### config.mk
export PLATFORM = sky130hd
export DESIGN_NAME = spi_reg_ctrl
export DESIGN_NICKNAME = d
export VERILOG_FILES = /design/src/rtl/spi_reg_pkg.sv /design/src/rtl/spi_reg_ctrl_wdog.sv /design/src/rtl/spi_reg_ctrl.sv
export SDC_FILE = /design/constraint.sdc
export NUM_CORES = 1
export LEC_CHECK = 0
export BUFFER_PORTS_ARGS = -buffer_cell sky130_fd_sc_hd__buf_2
export CORE_MARGIN = 2
export CORE_UTILIZATION = 45
export CTS_BUF_LIST = sky130_fd_sc_hd__clkbuf_16
export CTS_CLUSTER_SIZE = 40
export DETAILED_ROUTE_END_ITERATION = 16
export HOLD_SLACK_MARGIN = 0.12
export PLACE_DENSITY = 0.67
export SLEW_MARGIN = 20
export SYNTH_ARGS = -nofsm -noshare
export SYNTH_HDL_FRONTEND = slang
export SYNTH_HIERARCHICAL = 1
export SYNTH_SLANG_ARGS = --single-unit
### constraint.sdc
create_clock -name i_Clk -period 2.4 [get_ports i_Clk]
set_input_delay 0.48 -clock i_Clk [delete_from_list [all_inputs] [get_ports i_Clk]]
set_output_delay 0.48 -clock i_Clk [all_outputs]
set_load 0.03 [all_outputs]
### src/rtl/spi_reg_pkg.sv
// Shared constants for the SPI register controller: register addresses,
// STATUS bit positions, command word field positions, FSM state codes and
// the data pattern returned for unmapped addresses.
package spi_reg_pkg;

    // Register addresses
    localparam logic [6:0] ADDR_ID      = 7'h00;
    localparam logic [6:0] ADDR_CTRL    = 7'h01;
    localparam logic [6:0] ADDR_STATUS  = 7'h02;
    localparam logic [6:0] ADDR_SAMPLE  = 7'h03;
    localparam logic [6:0] ADDR_SCRATCH = 7'h04;

    // STATUS bit indices
    localparam int STS_SAMPLE_VALID = 0;
    localparam int STS_OVERRUN      = 1;
    localparam int STS_CMD_ERR      = 2;
    localparam int STS_WDOG_TRIP    = 3;

    // Command word fields: [31] write, [30:24] address, [23:0] data
    localparam int CMD_WR_BIT = 31;
    localparam int ADDR_MSB   = 30;
    localparam int ADDR_LSB   = 24;
    localparam int DATA_MSB   = 23;

    // FSM state codes
    localparam logic [1:0] ST_IDLE    = 2'd0;
    localparam logic [1:0] ST_DECODE  = 2'd1;
    localparam logic [1:0] ST_RESPOND = 2'd2;

    // Response data for an unmapped address
    localparam logic [23:0] ERR_DATA = 24'hDEAD00;

endpackage

### src/rtl/spi_reg_ctrl_wdog.sv
// Command watchdog: counts clocks while the ADC is enabled and no command
// arrives. o_Trip pulses for one cycle when the count reaches
// WDOG_CYCLES-1; the counter then restarts from 0. Only instantiated when
// SPI_WDOG_EN is defined.
module spi_reg_wdog #(
    parameter int unsigned WDOG_CYCLES = 1_000_000
) (
    input  logic i_Clk,
    input  logic i_Rst_L,
    input  logic i_En,
    input  logic i_Kick,
    output logic o_Trip
);

    localparam int unsigned CW = (WDOG_CYCLES > 2) ? $clog2(WDOG_CYCLES) : 1;
    localparam logic [CW-1:0] LAST = CW'(WDOG_CYCLES - 1);

    logic [CW-1:0] cnt_q;
    logic [CW-1:0] cnt_d;

    // A command kick takes priority over a trip in the same cycle.
    assign o_Trip = i_En && !i_Kick && (cnt_q == LAST);

    // Next count: reload on kick or trip, advance while enabled, else hold.
    always_comb begin
        cnt_d = cnt_q;
        if (i_Kick || o_Trip) begin
            cnt_d = '0;
        end else if (i_En) begin
            cnt_d = cnt_q + CW'(1);
        end
    end

    // Counter register.
    always_ff @(posedge i_Clk or negedge i_Rst_L) begin
        if (!i_Rst_L) begin
            cnt_q <= '0;
        end else begin
            cnt_q <= cnt_d;
        end
    end

endmodule

### src/rtl/spi_reg_ctrl.sv
// SPI command controller for the voltmeter ADC: decodes 32-bit command
// words, owns the ID/CTRL/STATUS/SAMPLE/SCRATCH registers and returns a
// response word to the SPI slave TX path two cycles after each command.
// Optional build macro SPI_WDOG_EN adds a command watchdog that disables
// the ADC and sets STATUS[3] when no command arrives for WDOG_CYCLES clocks.
//
// Handshake: i_RX_DV, o_TX_DV and i_ADC_Valid are single-cycle strobes with
// no back-pressure; the data bus beside each is valid only in the strobe
// cycle. A command strobe seen outside IDLE is dropped and flags cmd_err.
module spi_reg_ctrl
    import spi_reg_pkg::*;
#(
    parameter logic [23:0] DEV_ID = 24'h180A01
`ifdef SPI_WDOG_EN
    , parameter int unsigned WDOG_CYCLES = 1_000_000
`endif
) (
    input  logic        i_Clk,
    input  logic        i_Rst_L,
    input  logic        i_RX_DV,
    input  logic [31:0] i_RX_Word,
    output logic        o_TX_DV,
    output logic [31:0] o_TX_Word,
    input  logic        i_ADC_Valid,
    input  logic [23:0] i_ADC_Data,
    output logic        o_ADC_En,
    output logic [2:0]  o_ADC_Gain,
    output logic [3:0]  o_ADC_Rate,
    output logic        o_Sample_Irq,
    output logic [1:0]  o_Dbg_State
);

    logic [1:0]  state_q, state_d;
    logic [31:0] cmd_q;
    logic [7:0]  ctrl_q, ctrl_d;
    logic [3:0]  status_q, status_d;
    logic [23:0] sample_q;
    logic [23:0] scratch_q, scratch_d;
    logic        tx_dv_q;
    logic [31:0] tx_word_q;

    logic        cmd_wr;
    logic [6:0]  cmd_addr;
    logic [23:0] cmd_wdata;
    logic        sample_rd, sts_w1c, bad_addr, rx_drop;
    logic [23:0] rsp_data;

    assign cmd_wr    = cmd_q[CMD_WR_BIT];
    assign cmd_addr  = cmd_q[ADDR_MSB:ADDR_LSB];
    assign cmd_wdata = cmd_q[DATA_MSB:0];
    assign rx_drop   = i_RX_DV && (state_q != ST_IDLE);

`ifdef SPI_WDOG_EN
    logic wdog_trip;

    spi_reg_wdog #(
        .WDOG_CYCLES (WDOG_CYCLES)
    ) u_wdog (
        .i_Clk   (i_Clk),
        .i_Rst_L (i_Rst_L),
        .i_En    (ctrl_q[0]),
        .i_Kick  (i_RX_DV),
        .o_Trip  (wdog_trip)
    );
`endif

    // FSM next state: one decode cycle, one respond cycle, back to idle.
    always_comb begin
        state_d = state_q;
        case (state_q)
            ST_IDLE:   if (i_RX_DV) state_d = ST_DECODE;
            ST_DECODE: state_d = ST_RESPOND;
            default:   state_d = ST_IDLE;
        endcase
    end

    // Register access decode; an SPI write to CTRL beats a watchdog trip.
    always_comb begin
        ctrl_d    = ctrl_q;
        scratch_d = scratch_q;
        sample_rd = 1'b0;
        sts_w1c   = 1'b0;
        bad_addr  = 1'b0;
`ifdef SPI_WDOG_EN
        if (wdog_trip) ctrl_d[0] = 1'b0;
`endif
        if (state_q == ST_DECODE) begin
            case (cmd_addr)
                ADDR_ID:      begin end
                ADDR_CTRL:    if (cmd_wr) ctrl_d = cmd_wdata[7:0];
                ADDR_STATUS:  sts_w1c = cmd_wr;
                ADDR_SAMPLE:  sample_rd = !cmd_wr;
                ADDR_SCRATCH: if (cmd_wr) scratch_d = cmd_wdata;
                default:      bad_addr = 1'b1;
            endcase
        end
    end

    // STATUS next value: clears are applied first so a same-cycle set wins.
    always_comb begin
        status_d = status_q;
        if (sample_rd) status_d[STS_SAMPLE_VALID] = 1'b0;
        if (i_ADC_Valid) status_d[STS_SAMPLE_VALID] = 1'b1;
        if (sts_w1c && cmd_wdata[STS_OVERRUN]) status_d[STS_OVERRUN] = 1'b0;
        if (sts_w1c && cmd_wdata[STS_CMD_ERR]) status_d[STS_CMD_ERR] = 1'b0;
        if (i_ADC_Valid && status_q[STS_SAMPLE_VALID] && !sample_rd) status_d[STS_OVERRUN] = 1'b1;
        if (bad_addr || rx_drop) status_d[STS_CMD_ERR] = 1'b1;
`ifdef SPI_WDOG_EN
        if (sts_w1c && cmd_wdata[STS_WDOG_TRIP]) status_d[STS_WDOG_TRIP] = 1'b0;
        if (wdog_trip) status_d[STS_WDOG_TRIP] = 1'b1;
`else
        status_d[STS_WDOG_TRIP] = 1'b0;
`endif
    end

    // Response data: register value after the command; SAMPLE returns the
    // value held before any same-cycle capture.
    always_comb begin
        case (cmd_addr)
            ADDR_ID:      rsp_data = DEV_ID;
            ADDR_CTRL:    rsp_data = {16'h0000, ctrl_d};
            ADDR_STATUS:  rsp_data = {20'h00000, status_d};
            ADDR_SAMPLE:  rsp_data = sample_q;
            ADDR_SCRATCH: rsp_data = scratch_d;
            default:      rsp_data = ERR_DATA;
        endcase
    end

    // FSM state, command latch and response registers.
    always_ff @(posedge i_Clk or negedge i_Rst_L) begin
        if (!i_Rst_L) begin
            state_q   <= ST_IDLE;
            cmd_q     <= '0;
            tx_dv_q   <= 1'b0;
            tx_word_q <= '0;
        end else begin
            state_q <= state_d;
            tx_dv_q <= (state_q == ST_DECODE);
            if (state_q == ST_IDLE && i_RX_DV) cmd_q <= i_RX_Word;
            if (state_q == ST_DECODE) tx_word_q <= {1'b0, cmd_addr, rsp_data};
        end
    end

    // Register file and sample capture.
    always_ff @(posedge i_Clk or negedge i_Rst_L) begin
        if (!i_Rst_L) begin
            ctrl_q    <= '0;
            status_q  <= '0;
            sample_q  <= '0;
            scratch_q <= '0;
        end else begin
            ctrl_q    <= ctrl_d;
            status_q  <= status_d;
            scratch_q <= scratch_d;
            if (i_ADC_Valid) sample_q <= i_ADC_Data;
        end
    end

    assign o_TX_DV      = tx_dv_q;
    assign o_TX_Word    = tx_word_q;
    assign o_ADC_En     = ctrl_q[0];
    assign o_ADC_Gain   = ctrl_q[3:1];
    assign o_ADC_Rate   = ctrl_q[7:4];
    assign o_Sample_Irq = status_q[STS_SAMPLE_VALID];
    assign o_Dbg_State  = state_q;

endmodule

* Word-level counts from Yosys, hierarchy flattened *
Cells that the tools add are included.

word-level totals
  output and inout bits = 44
  register bits after elaboration = 125
  bits of input ports = 60

operators by class
  eq/ne operators = 6
  reductions and logical operators = 13
  mux-type cells = 21

operators by type and width
  cell                                                 number
  one-hot mux 24 bit (5 select lines)                  1
  2-to-1 mux 24 bit                                    3
  2-to-1 mux 8 bit                                     3
  equality test 7 x 2 -> 1 bit, second input constant  2
  2-to-1 mux 1 bit                                     12
  equality test 7 x 1 -> 1 bit, second input constant  1
  equality test 7 x 3 -> 1 bit, second input constant  1
  logical NOT 7 bit                                    1
  logical AND 1 bit                                    6
  OR reduction 5 bit                                   1
  one-hot mux 2 bit (2 select lines)                   1
  equality test 2 x 1 -> 1 bit, second input constant  1
  logical NOT 1 bit                                    2
  logical NOT 2 bit                                    1
  2-to-1 mux 2 bit                                     1
  != test 2 bit, second input constant                 1
  nonzero test 2 bit                                   1
  logical OR 1 bit                                     1

* Longest topological paths before layout *
  depth after elaboration = 7
  depth in mapped cells = 7
  mapped depth without buffers = 5

* Least setup slack after synthesis *
Ideal clock, no wire load.

  path type = register to register
  start point = register state_q[1] (netlist: o_Dbg_State[1])
  end point = register cmd_q[0]
  buffers on the path = 2
  stages on the path, launching flop included = 5
  period minus slack after synthesis = 1.907 ns
  library setup time = 0.125 ns
  path slack = 0.493 ns
  data required time = 2.275 ns
  arrival = 1.782 ns
  cells stage by stage = dfrtp_1 clkbuf_1 nor3b_2 clkbuf_1 mux2_2

between the ends
  cells in the longest elaborated chain, start to end = 2

RTL lines
  element                 line                 text
  start, declared         spi_reg_ctrl.sv:33   logic [1:0] state_q, state_d;
  start signal, assigned  spi_reg_ctrl.sv:137  state_q <= state_d;
  logical NOT 2 bit       spi_reg_ctrl.sv:139  if (state_q == ST_IDLE && i_RX_DV) cmd_q <= i_RX_Word;
  logical AND 1 bit       spi_reg_ctrl.sv:139
  end signal, assigned    spi_reg_ctrl.sv:139
  end, declared           spi_reg_ctrl.sv:34   logic [31:0] cmd_q;

No other way between the ends.
A chain may end at the register's enable or synchronous reset.

* Final worst setup path *
  start point = register cmd_q[27]
  end point = register ctrl_q[5]

between the ends
  cells in the longest elaborated chain, start to end = 3

RTL lines
  element                       line                 text
  equality test 7 x 1 -> 1 bit  spi_reg_ctrl.sv:88   case (cmd_addr)
  2-to-1 mux 8 bit              spi_reg_ctrl.sv:88
  2-to-1 mux 8 bit              spi_reg_ctrl.sv:87   if (state_q == ST_DECODE) begin
  net ctrl_d[5]                 spi_reg_ctrl.sv:35   logic [7:0] ctrl_q, ctrl_d;
  end signal, assigned          spi_reg_ctrl.sv:152  ctrl_q <= ctrl_d;
  end, declared                 spi_reg_ctrl.sv:35

The timed path passes the listed nets, and every way through them passes these cells.

==> flow_summary.yaml <==
global_route:
  antenna_found_initial: 0
  grt_pass1_vias: 4049
  grt.total_usage_pct: 21.04
  overflow: 0
  grt_pass1_wl_mm: 20.71
  grt_max_degree: 68
power:
  p_per_area_nw_per_um2: 920.8
  peakVddDrop_uv: 489.2
  leakage_nw: 3.151
clock_tree:
  cts_tree: "done"
  cts_max_level: 4
  clk_pin_slew_ps: 60
  cts_hold_buf: 1
  cts_setup_buffers: 0
  numCtsBuffers: 17
  clock_path_buffers: 2
  root_buffer: "clkbuf_16"
  cts.sinks: 125
  cts_resized: 0
  clk_latency_ps: 420
floorplanning:
  rows: 40
  die_x_um: 113.9
  die_y_um: 113.9
  die_area_sq_um: 12980
  io_pins: 104
  design.core.area_sq_um: 11910
  initial_core_util_pct: 45.66
timing:
  tightest_slew_ps: 534.4
  rsz0062_at_grt: "false"
  hold_viol_final: 0
  fin_skew_ps: 8.386
  hold_slack_ps: 290.4
  fmax_ghz: 0.4863
  post-route-period-util_pct: 85.68
  setup_viol: 0
  slew_violations: 0
  post-route-min-period_ps: 2056
  worst_slew_margin_rel_pct: 64.27
  tns_ps: 0
cells_and_area:
  nFillCells: 1015
  layout_common_cells: "dfrtp_1, buf_2, mux2_2"
  antenna_cells: 0
  final_common_cell: "dfrtp_1"
  syn2layout_area_growth_pct: 23.56
  drive_gt1_share_pct: 47.07
  nets: 594
routing:
  viasPerCell: 5.545
  wire_per_inst_um: 18.03
  drt-initial-drc-count: 216
  met2_length_mm: 5.850
  vias: 3843
  ant_nets: 0
  wl_met1_mm: 5.643
  dr_wl_met3_um: 787
  drt-total-wl_mm: 12.50
  drc: 0
  top_layer: "met4"
  firstDrtPassIters: 4
setup_path:
  cp_slowest_cell: "dfrtp_1"
  cp.required_ps: 2700
  worstSetupStartpointType: "flop"
  crit_type: "flop to flop"
  crit_arrival_ps: 2350
  cp-end-kind: "flop"
  critical_path_peak_fanout: 8
  timing.critical_path.slowest_cell_delay_ps: 430
  ff2ff_setup_slack_ps: 340
  path_cells: "nor4_4 -> nand3b_2 -> nor3_2 -> buf_4 -> mux2_2"
synth:
  synth.avg_cell_area_sq_um: 12.86
  synth_warnings: 6
  synthCells: 423
  synth-seq-area-share_pct: 57.51
  synth_cell_types: 42
  synth_ff_type: "dfrtp_1"
  synth.ff_latch_count: 125
  async_flop_share_pct: 100.0
  synth_nets: 483
  syn-cell-area_sq_um: 5439
  synth_edf_count: 0
hold_path:
  min_path_type: "input pin to flop"
place:
  place_hpwl_mm: 8.447
  portBuffers: 102
  place.gp.congestion: 0.8607
flow_run:
  drv_cap: 0
status:
  status: "finished clean"
worst max-delay path, delay by kind of cell (launching register included):
family / cells / cell delay (ps)
multiplexers: 1 / 330
buffers and inverters: 1 / 220
AND/OR/NAND/NOR: 3 / 950
flip-flops: 1 / 430
Yosys cell counts (2+ instances only):
cell type | count | share of area (%)
dfrtp_1 | 125 | 58
mux2_2 | 100 | 21
nand2_1 | 30 | 2.1
a21oi_1 | 22 | 2.0
clkbuf_1 | 22 | 1.5
nor2_1 | 19 | 1.3
a22oi_1 | 9 | 1.2
and4b_1 | 8 | 1.5
a211oi_1 | 7 | 0.97
nor2b_1 | 7 | 0.81
o32ai_1 | 7 | 1.1
a22o_1 | 6 | 0.97
and3_1 | 6 | 0.69
buf_2 | 5 | 0.46
o32a_1 | 5 | 0.92
a221oi_1 | 4 | 0.64
nand3_1 | 4 | 0.37
o21ai_0 | 4 | 0.37
buf_1 | 3 | 0.21
nor3_1 | 3 | 0.28
a221o_1 | 2 | 0.37
buf_4 | 2 | 0.28
inv_1 | 2 | 0.14
nand2b_1 | 2 | 0.23
o31ai_1 | 2 | 0.28
cell type report:
type | instances | area (sq um) | share of cell area (%)
Inverter | 3 | 11.26 | 0.1676
Clock buffer | 17 | 425.4 | 6.330
Multi-Input combinational cell | 263 | 2177 | 32.40
Tap cell | 147 | 183.9 | 2.737
Sequential cell | 125 | 3128 | 46.55
Timing Repair Buffer | 124 | 730.7 | 10.87
Clock inverter | 14 | 63.81 | 0.9495
where the power goes:
group	switching [mW]	total [mW]	leakage (nW)	internal [mW]
clock	0.865	2.13	0.252	1.27
sequential	0.270	2.73	1.52	2.46
combinational	0.756	1.33	1.38	0.572
metal layers:
metal	up-vias	GRT usage, %
met5	-	0
li1	1784	-
met3	18	6.217
met2	119	33.61
met4	0	8.537
met1	1922	26.99
path summary, 6_finish.rpt:
check | startpoint | endpoint | depth (start not counted)
max reg2reg | cmd_q[27] | ctrl_q[5] | 5
min reg2reg | o_TX_Word[25] | o_TX_Word[25] | 2
min | i_RX_Word[7] | cmd_q[7] | 2
min in group asynchronous | i_Rst_L | ctrl_q[3] | 2
max | cmd_q[27] | ctrl_q[5] | 5
max in group asynchronous | i_Rst_L | scratch_q[17] | 3
cells by family (layout without fill, tap and decap cells):
family          after synthesis  after routing  share of synthesized area, %
mux                         101            101                         20.89
buf+inv                      35            158                         2.668
flops                       125            125                         57.51
compound gates               71             71                         9.363
other cells                   1              1                       0.06895
simple gates                 90             90                         9.501
metrics by stage:
stage                     setup WS [ps]  total power, mW  cells  instance area [sq um]  util, %
after global placement            409.0            4.059    661                   6221    52.23
after global routing              249.7            6.528    693                   6720    56.42
after detailed placement          343.8            4.098    661                   6221    52.23
after floorplan                   492.8            3.604    423                   5439        -
final                             343.6            6.188    693                   6720    56.42
after CTS                         333.3            6.242    693                   6720    56.42
registers in the layout, indices dropped and copies added, names as in the netlist:
signal       flops
sample_q        24
ctrl_q           8
o_TX_DV          1
o_TX_Word       31
status_q         3
scratch_q       24
o_Dbg_State      2
cmd_q           32
Power figures use the tool's default switching activity.
